--- src/rtl/ram_line_sequencer.sv ---
// ram_line_sequencer: moves one cache line between the cache and a word-wide RAM, one word per handshake
module ram_line_sequencer #(
   parameter int ADDR_SIZE  = 14,
   parameter int WORD_SIZE  = 32,
   parameter int LINE_WIDTH = 128,
   parameter int TIMEOUT    = 255
) (
   input  logic                      clk,
   input  logic                      reset,
   input  logic                      c_req,
   input  logic                      c_wr,
   input  logic [ADDR_SIZE-1:0]      c_addr,
   input  logic [LINE_WIDTH-1:0]     c_wdata,
   output logic                      c_ack,
   output logic                      c_err,
   output logic                      c_busy,
   output logic [LINE_WIDTH-1:0]     c_rdata,
   output logic                      ram_aval,
   output logic                      ram_wr,
   output logic [ADDR_SIZE+1:0]      ram_addr,
   output logic [WORD_SIZE-1:0]      ram_wdata,
   input  logic [WORD_SIZE-1:0]      ram_rdata,
   input  logic                      ram_ack
);
   localparam int WORDS = LINE_WIDTH / WORD_SIZE;
   localparam logic [7:0] TMO = 8'(TIMEOUT);
   typedef enum logic [1:0] {IDLE, XFER, DONE} state_t;
   state_t state, state_n;
   logic [ADDR_SIZE-1:0]  addr_q;
   logic                  wr_q;
   logic [LINE_WIDTH-1:0] wdata_q;
   logic [1:0]            k;
   logic [7:0]            cnt;
   logic                  err;
   logic                  last, expire;
   assign last   = k == 2'(WORDS - 1);
   assign expire = cnt + 8'd1 == TMO;
   // next-state selection and output decode from the current state
   always_comb begin
      state_n   = state == IDLE ? (c_req ? XFER : IDLE)
                : state == XFER ? (((ram_ack && last) || (!ram_ack && expire)) ? DONE : XFER)
                : IDLE;
      c_busy    = state != IDLE;
      c_ack     = state == DONE;
      c_err     = c_ack && err;
      ram_aval  = state == XFER;
      ram_wr    = ram_aval && wr_q;
      ram_addr  = ram_aval ? {addr_q, k} : '0;
      ram_wdata = ram_aval ? wdata_q[k*WORD_SIZE +: WORD_SIZE] : '0;
   end
   // state register
   always_ff @(posedge clk or posedge reset) begin
      if (reset) state <= IDLE;
      else       state <= state_n;
   end
   // request latch, word index, wait counter, error flag and refill assembly
   always_ff @(posedge clk or posedge reset) begin
      if (reset) begin
         addr_q  <= '0;
         wr_q    <= 1'b0;
         wdata_q <= '0;
         k       <= '0;
         cnt     <= '0;
         err     <= 1'b0;
         c_rdata <= '0;
      end else if (state == IDLE && c_req) begin
         addr_q  <= c_addr;
         wr_q    <= c_wr;
         wdata_q <= c_wdata;
         k       <= '0;
         cnt     <= '0;
         err     <= 1'b0;
         if (!c_wr) c_rdata <= '0;
      end else if (state == XFER) begin
         if (ram_ack) begin
            if (!wr_q) c_rdata[k*WORD_SIZE +: WORD_SIZE] <= ram_rdata;
            k   <= k + 2'd1;
            cnt <= '0;
         end else if (expire) begin
            err <= 1'b1;
         end else begin
            cnt <= cnt + 8'd1;
         end
      end
   end
endmodule
--- config.mk ---
export PLATFORM = sky130hd
export DESIGN_NAME = ram_line_sequencer
export DESIGN_NICKNAME = d
export VERILOG_FILES = /design/src/rtl/ram_line_sequencer.sv
export SDC_FILE = /design/constraint.sdc
export NUM_CORES = 1
export LEC_CHECK = 0
export BUFFER_PORTS_ARGS = -buffer_cell sky130_fd_sc_hd__buf_2
export CAP_MARGIN = 10
export CORE_MARGIN = 2
export CORE_UTILIZATION = 56
export CTS_CLUSTER_DIAMETER = 200
export CTS_CLUSTER_SIZE = 10
export DETAILED_ROUTE_END_ITERATION = 8
export PLACE_DENSITY = 0.93
export SLEW_MARGIN = 15
export SYNTH_ARGS = -nofsm -noshare
export SYNTH_HDL_FRONTEND = slang
export SYNTH_SLANG_ARGS = --single-unit
--- constraint.sdc ---
create_clock -name clk -period 14.7 [get_ports clk]
set_clock_uncertainty 0.15 [all_clocks]
set_input_delay 1.47 -clock clk [delete_from_list [all_inputs] [get_ports clk]]
set_output_delay 1.47 -clock clk [all_outputs]
set_load 0.03 [all_outputs]
Yosys cells after proc, flatten, opt, wreduce, memory -nomap -nowiden
Index checks and enable logic that the tools add are counted.
- register bits after elaboration: 284
- input bits: 179
- logic and storage cells: 61
- $add $sub $neg: 3
- equality and inequality tests: 8
- shifts and indexed selects: 3
- muxes and demuxes: 23
- reductions and logical operators: 16
- operators with widths (kind ; number):
    2-to-1 mux 128 bit ; 5
    bitwise mux 128 bit ; 1
    variable shift 32 x 34 -> 128 bit, first input constant ; 1
    indexed part select 128 x 8 -> 32 bit ; 1
    indexed part select 32 x 34 -> 128 bit ; 1
    negator 7 -> 34 bit ; 1
    2-to-1 mux 32 bit ; 1
    2-to-1 mux 8 bit ; 4
    2-to-1 mux 16 bit ; 1
    2-to-1 mux 2 bit ; 6
    adder 8 x 1 -> 8 bit, second input constant ; 1
    equality test 8 bit, second input constant ; 1
    nonzero test 2 bit ; 4
    logical AND 1 bit ; 5
    2-to-1 mux 1 bit ; 5
    equality test 2 bit, second input constant ; 2
    inequality test 2 x 1 -> 1 bit, second input constant ; 2
    AND reduction 2 bit ; 2
    AND reduction 4 bit ; 1
    inequality test 3 x 2 -> 1 bit, second input constant ; 1
    AND reduction 3 bit ; 1
    adder 2 x 1 -> 2 bit, second input constant ; 1
    equality test 2 x 1 -> 1 bit, second input constant ; 1
    logical NOT 2 bit ; 1
    other kinds (3) ; 3

Depth between registers and ports, before layout
Gate-level depths: netlist (run 1).
- depth in word-level cells: 7
- depth in mapped cells: 8
- gate-level depth less buffers: 7

Worst setup path after synthesis (run 1)
Ideal clock, no wire load.
- kind: reg-to-output
- start point: register k[0]
- end point: output port ram_wdata[24]
- data arrival time: 1.793 ns
- slack: 11.287 ns
- stages on the path, launching flop included: 5
- buffers on the path: 2
- cells stage by stage: dfrtp_1 buf_2 buf_1 mux4_2 and2_1
- cells in the longest elaborated chain, start to end: 2
- ends and longest elaborated chain (what ; line ; RTL):
    start, declared ; 32 ; logic [1:0] k;
    start signal, assigned ; 77 ; k <= k + 2'd1;
    indexed part select 128 x 8 -> 32 bit ; 49 ; ram_wdata = ram_aval ? wdata_q[k*WORD_SIZE +: WORD_SIZE] : '0;
    2-to-1 mux 32 bit ; 49 ;
    end, declared ; 21 ; output logic [WORD_SIZE-1:0] ram_wdata,
Every way passes these cells.

Worst setup path in the final report (run 1)
- start point: register state[1]
- end point: output port ram_wr
- cells in the longest elaborated chain, start to end: 2
- ends and longest elaborated chain (what ; line ; RTL):
    start, declared ; 28 ; state_t state, state_n;
    start signal, assigned ; 54 ; else state <= state_n;
    equality test 2 x 1 -> 1 bit ; 46 ; ram_aval = state == XFER;
    logical AND 1 bit ; 47 ; ram_wr = ram_aval && wr_q;
    end, declared ; 19 ; output logic ram_wr,
Every way passes these cells.

==> results.cfg, run 1 <==
[critical_path]
crit_path_cell_trace = nand2b_1 -> clkinv_1 -> buf_4 -> and2_1 -> buf_2
cpMaxStageDelayCell = dfrtp_1
worstPathArrival_ps = 2760
crit_buf_inv = 3
path_class = flop to output port
required_ps = 13080
end_kind = output port
path_max_fanout = 42
regToRegStartpoint = k[1]
worstSetupStartpoint = state[1]
start_kind = flop
critPathTopFamily = buffers and inverters
cp_slowest_stage_delay_ps = 490

[routing]
drt_pre_antenna_iters = 5
drtAntennaViolNets = 0
route.detailed.drc = 0
avgRoutedWirePerCell_um = 19.17
wl_um = 34220
vias = 10230
vias_per_cell = 5.732
initialDrtViolationCount = 794

[logic_synthesis]
synth_area_per_cell_um2 = 10.32
syn_nets = 1352
synth_edf_count = 0
synth_cells = 1167
yosys-top-cells-area = dfrtp_1 (59%), nand2_1 (16%), a22o_1 (7.2%)
yosys_register_bits = 284
yosys.cell_types.count = 46
yosysTopAreaCellShare = 0.5898
synth_area_mm2 = 0.01205
synthFlopType = dfrtp_1
yosysTopAreaCell = dfrtp_1
synthArstFlopShare = 1.000
synth_common_cells = nand2_1 (507), dfrtp_1 (284), a22o_1 (99)
ys_warn_count = 0
yosysMostFrequentCell = nand2_1
ys_seq_area_frac = 0.5898

[placement]
numPortBuffers = 359
placed_cells = 1738
dp_hpwl_um = 22580
gp_congestion = 0.8558

[final_layout]
ff_latch_area_mm2 = 0.007109
syn2layout_area_growth_pct = 23.68
final_nets = 1684
final_cells = 1785
multi_input_area_mm2 = 0.004594
drive_gt1_frac = 0.3074
fill_cells = 1445

[die]
rows = 53
die_width_um = 150.7
fp.coreArea_mm2 = 0.02109
die_area_mm2 = 0.02271
pin_count = 360
start_util = 0.5714
die_h_um = 150.7

[hold_path]
hp-start = wdata_q[89]
hold_path_class = flop to flop

[power]
p_per_area_mw_per_mm2 = 255.8
leakage_nw = 8.086
clkPwrFrac = 0.188
power_frac_comb = 0.453
p_sw_frac = 0.4385
internal_power_mw = 2.140
ir_worst_vdd_v = 0.0001775
switchingPower_mw = 1.672
p_seq_frac = 0.358

[clock_network]
cts_setup_buffers = 0
cts_buffers = 34
ctsResizeCount = 0
cts_root_buf = clkbuf_16
clk_pin_slew_worst_paths_ps = 60
cts_tree = done
cts.sink_count = 284
clk_latency_ps = 500
cts.path.max_buffers = 3
htreeDepth = 2
cts_hold_buf = 0

[run]
max_cap_violations = 0

[global_route]
grt_antenna_before_repair = 9
grt_use_total = 0.2978
grt_pass1_wl_um = 52790
grt_overflow = 0
grt_max_degree = 130
grt_pass1_vias = 10060

[sta]
slew_viol_final = 0
period_needed_ps = 4379
max_freq_mhz = 228.4
setup_viol = 0
worst_pin_slew_ps = 1026
setup-tns-final_ps = 0
finalCritPeriodShare = 0.2979
hold_viol = 0
relSlewSlack = 0.3159
rsz0062_at_grt = false

[outcome]
status = finished, final reports clean
==> registers in the layout, summed over array words and instances, names as in the netlist <==
signal,count
cnt,8
addr_q,14
k,2
c_rdata,128
state,2
err,1
wdata_q,128
wr_q,1
==> cells in the final DEF (no fill, tap or decap), types with 4 or more instances in the layout <==
cell and instances:
o21ai_0 35, nand2_1 506, clkbuf_16 34, and2_1 48
mux4_2 32, nor3_1 5, buf_4 14, o211ai_1 5
nor2_1 9, buf_2 359, dfrtp_1 282, a22o_1 99
ha_1 6, inv_1 5, o21ai_1 5, diode_2 7
nand3b_1 4, nand3_1 6
==> through the flow <==
step                      hold WS (ps)  setup slack [ps]  utilization  total power, mW  area [um^2]
after floorplan                  287.4              5244            -            2.540        12050
after global placement           302.1             10410       0.6631            3.001        13980
after detailed placement         306.3             10330       0.6631            3.072        13980
after CTS                        319.3             10390       0.7058            3.812        14880
after global routing             336.8             10250       0.7062            4.011        14890
final                            318.6             10320       0.7067            3.812        14900
==> routing by layer <==
layer	vias to the layer above	track usage	share of wire
li1	4537	-	-
met1	4953	0.3745	0.37
met2	623	0.4877	0.49
met3	112	0.08364	0.10
met4	6	0.1252	0.037
met5	-	0	0.0011
==> power by group through the flow <==
| stage | Combinational [mW] | Clock (mW) | Sequential (mW) |
|---|---|---|---|
| finish | 1.73 | 0.719 | 1.37 |
| floorplan | 0.916 | 0 | 1.62 |
| detailed placement | 1.71 | 0 | 1.36 |
| global placement | 1.66 | 0 | 1.34 |
| CTS | 1.73 | 0.723 | 1.36 |
| global route | 1.85 | 0.758 | 1.40 |
==> logic make-up (layout without fill, tap and decap cells) <==
kind of cell    count (synthesis)  after routing  share of synthesized area
fa+ha+maj                       6              6                   0.006230
compound gates                161            161                     0.1023
buf+inv                        84            420                    0.03271
xor+xnor                        3              3                   0.002181
mux                            34             34                    0.06158
flops                         284            284                     0.5898
simple gates                  595            595                     0.2052
other cells                     0              7                          0
==> worst paths after layout <==
| check | cells after the start | slack [ps] | endpoint |
|---|---|---|---|
| max | 5 | 10320 | ram_wr |
| min | 2 | 320 | wdata_q[89] |
| max reg2reg | 6 | 11660 | c_rdata[14] |
| min reg2reg | 2 | 320 | wdata_q[89] |
| max in group asynchronous | 4 | 10990 | wdata_q[7] |
| min in group asynchronous | 2 | 940 | c_rdata[1] |
==> worst min-delay path, cell delays in order (launching register included) <==
cell and delay [ps]:
dfrtp_1 340, nand2_1 50, nand2_1 50
==> layout make-up <==
type	instances	area share
flip-flops and latches	284	0.4771
multi-input cells	799	0.3083
repair buffers	373	0.1276
clock buffers	36	0.05760
well taps	275	0.02309
clock inverters	4	0.002855
inverters	7	0.002267
diodes	7	0.001175
Note: power is estimated with default switching activity, not from simulation.
==> run 2: changes to the inputs <==
CORE_UTILIZATION = 52   (was 56)
PLACE_DENSITY = 0.87   (was 0.93)
clock period = 4.6 ns   (was 14.7 ns; I/O delays follow)
==> run 2 against run 1 <==
Final area increased by 2.6%. First-iteration DRC count increased by 26%. Utilization decreased by 3.3 points. Clock power increased to 3.3 times the previous value. Die area increased by 7.5%. Largest cell class unchanged. Largest power group unchanged.
==> results.cfg, run 2 (synthesis results as in run 1) <==
[routing]
initialDrtViolationCount = 1000
avgRoutedWirePerCell_um = 19.58
vias_per_cell = 5.681
vias = 10370
wl_um = 35730
drt_pre_antenna_iters = 8
drtAntennaViolNets = 0
route.detailed.drc = 0

[hold_path]
hold_path_depth = 3
hold_path_class = primary input to flop

[clock_network]
clk_pin_slew_worst_paths_ps = 60
cts_tree = done
cts_buffers = 34
ctsResizeCount = 0
cts.path.max_buffers = 3
cts.sink_count = 284
cts_root_buf = clkbuf_16
htreeDepth = 2
clk_latency_ps = 490

[sta]
slew_viol_final = 0
setup_viol = 0
max_freq_mhz = 298.9
period_needed_ps = 3345
setup-tns-final_ps = 0
finalCritPeriodShare = 0.7272
worst_pin_slew_ps = 1002
rsz0062_at_grt = false
hold_viol = 0
relSlewSlack = 0.3321

[power]
leakage_nw = 8.255
ir_worst_vdd_v = 0.0005069
p_per_area_mw_per_mm2 = 804.6

[critical_path]
end_kind = output port
start_kind = flop
required_ps = 3990
path_max_fanout = 23
path_class = flop to output port
r2r_cells = 5
worstPathArrival_ps = 2740

[placement]
gp_congestion = 0.8799
numPortBuffers = 359
dpl_cell_area_mm2 = 0.01403
dp_hpwl_um = 22630

[final_layout]
layout_common_cells = nand2_1 (506), buf_2 (359), dfrtp_1 (282)
syn2layout_area_growth_pct = 26.94
fill_cells = 1648
reg_top3 = c_rdata x128, wdata_q x128, addr_q x14
final_nets = 1719
drive_gt1_frac = 0.3023
final_design_area_no_fill_mm2 = 0.01529
mostFrequentLayoutCell = nand2_1

[die]
die_width_um = 156.2
rows = 55
fp.coreArea_mm2 = 0.02271
start_util = 0.5306
die_h_um = 156.2
die_area_mm2 = 0.02440
pin_count = 360

[run]
max_cap_violations = 0

[global_route]
grt_max_degree = 135
grt_overflow = 0
grt_pass1_vias = 10570
grt_use_total = 0.2916
grt_pass1_wl_um = 55920
grt_antenna_before_repair = 3

[outcome]
status = finished, final reports clean
## run 2: cell types whose count changed in the layout (fill, tap and decap cells not counted), moves of 2 or more
cell           before  now
dlygate4sd3_1       0   32
inv_6               2    0
diode_2             7    2
clkbuf_16          34   37
buf_4              14   16
## run 2: timing repair
action / 4_1_cts / 5_1_grt
buffers inserted: 0 / 0
hold endpoints to repair: 35 / 0
hold buffers: 32 / 0
## run 2: report_power, final
group,total (mW),switching [mW],internal (mW)
Clock,2.37,0.958,1.41
Combinational,5.56,3.64,1.92
Sequential,4.37,0.757,3.61
## run 2: path summary, 6_finish.rpt
| check | start | to | slack (ps) |
|---|---|---|---|
| min in group asynchronous | reset | addr_q[3] | 300 |
| min | c_wdata[18] | wdata_q[18] | 10 |
| max in group asynchronous | reset | wdata_q[87] | 2760 |
| max reg2reg | state[0] | wdata_q[107] | 1800 |
| max | k[0] | ram_wdata[9] | 1250 |
| min reg2reg | wdata_q[112] | wdata_q[112] | 320 |
## run 2: area by class of cell
class                   count  area (um^2)  share of cell area
clock buffers              39        933.4             0.06103
clock inverters             1        8.758           0.0005726
repair buffers            408         2257              0.1476
inverters                   7        30.03            0.001963
multi-input cells         799         4594              0.3004
flip-flops and latches    284         7109              0.4648
well taps                 285        356.6             0.02331
diodes                      2        5.005           0.0003272
## run 2: per-stage QoR
step	power, mW	util	hold slack [ps]	instances	worst slack [ps]
global route	12.93	0.6735	2.426	1825	1109
finish	12.31	0.6735	14.37	1825	1255
floorplan	8.118	-	287.4	1167	226.7
CTS	12.27	0.6733	0.1815	1823	1197
detailed placement	9.832	0.6177	245.0	1751	1739
global placement	9.658	0.6177	239.5	1751	1786
## run 2: metal layers
layer | track usage | vias to the layer above | routed length, um
met5 | 0 | - | 0
met4 | 0.1381 | 0 | 1659
met3 | 0.07256 | 121 | 3291
met2 | 0.4912 | 603 | 17330
met1 | 0.3548 | 5037 | 13440
li1 | - | 4606 | -
## run 2: critical path, cell delays in order, from the launching register on
cell	delay (ps)
dfrtp_2	820
buf_4	470
mux4_2	560
and2_1	180
buf_2	180
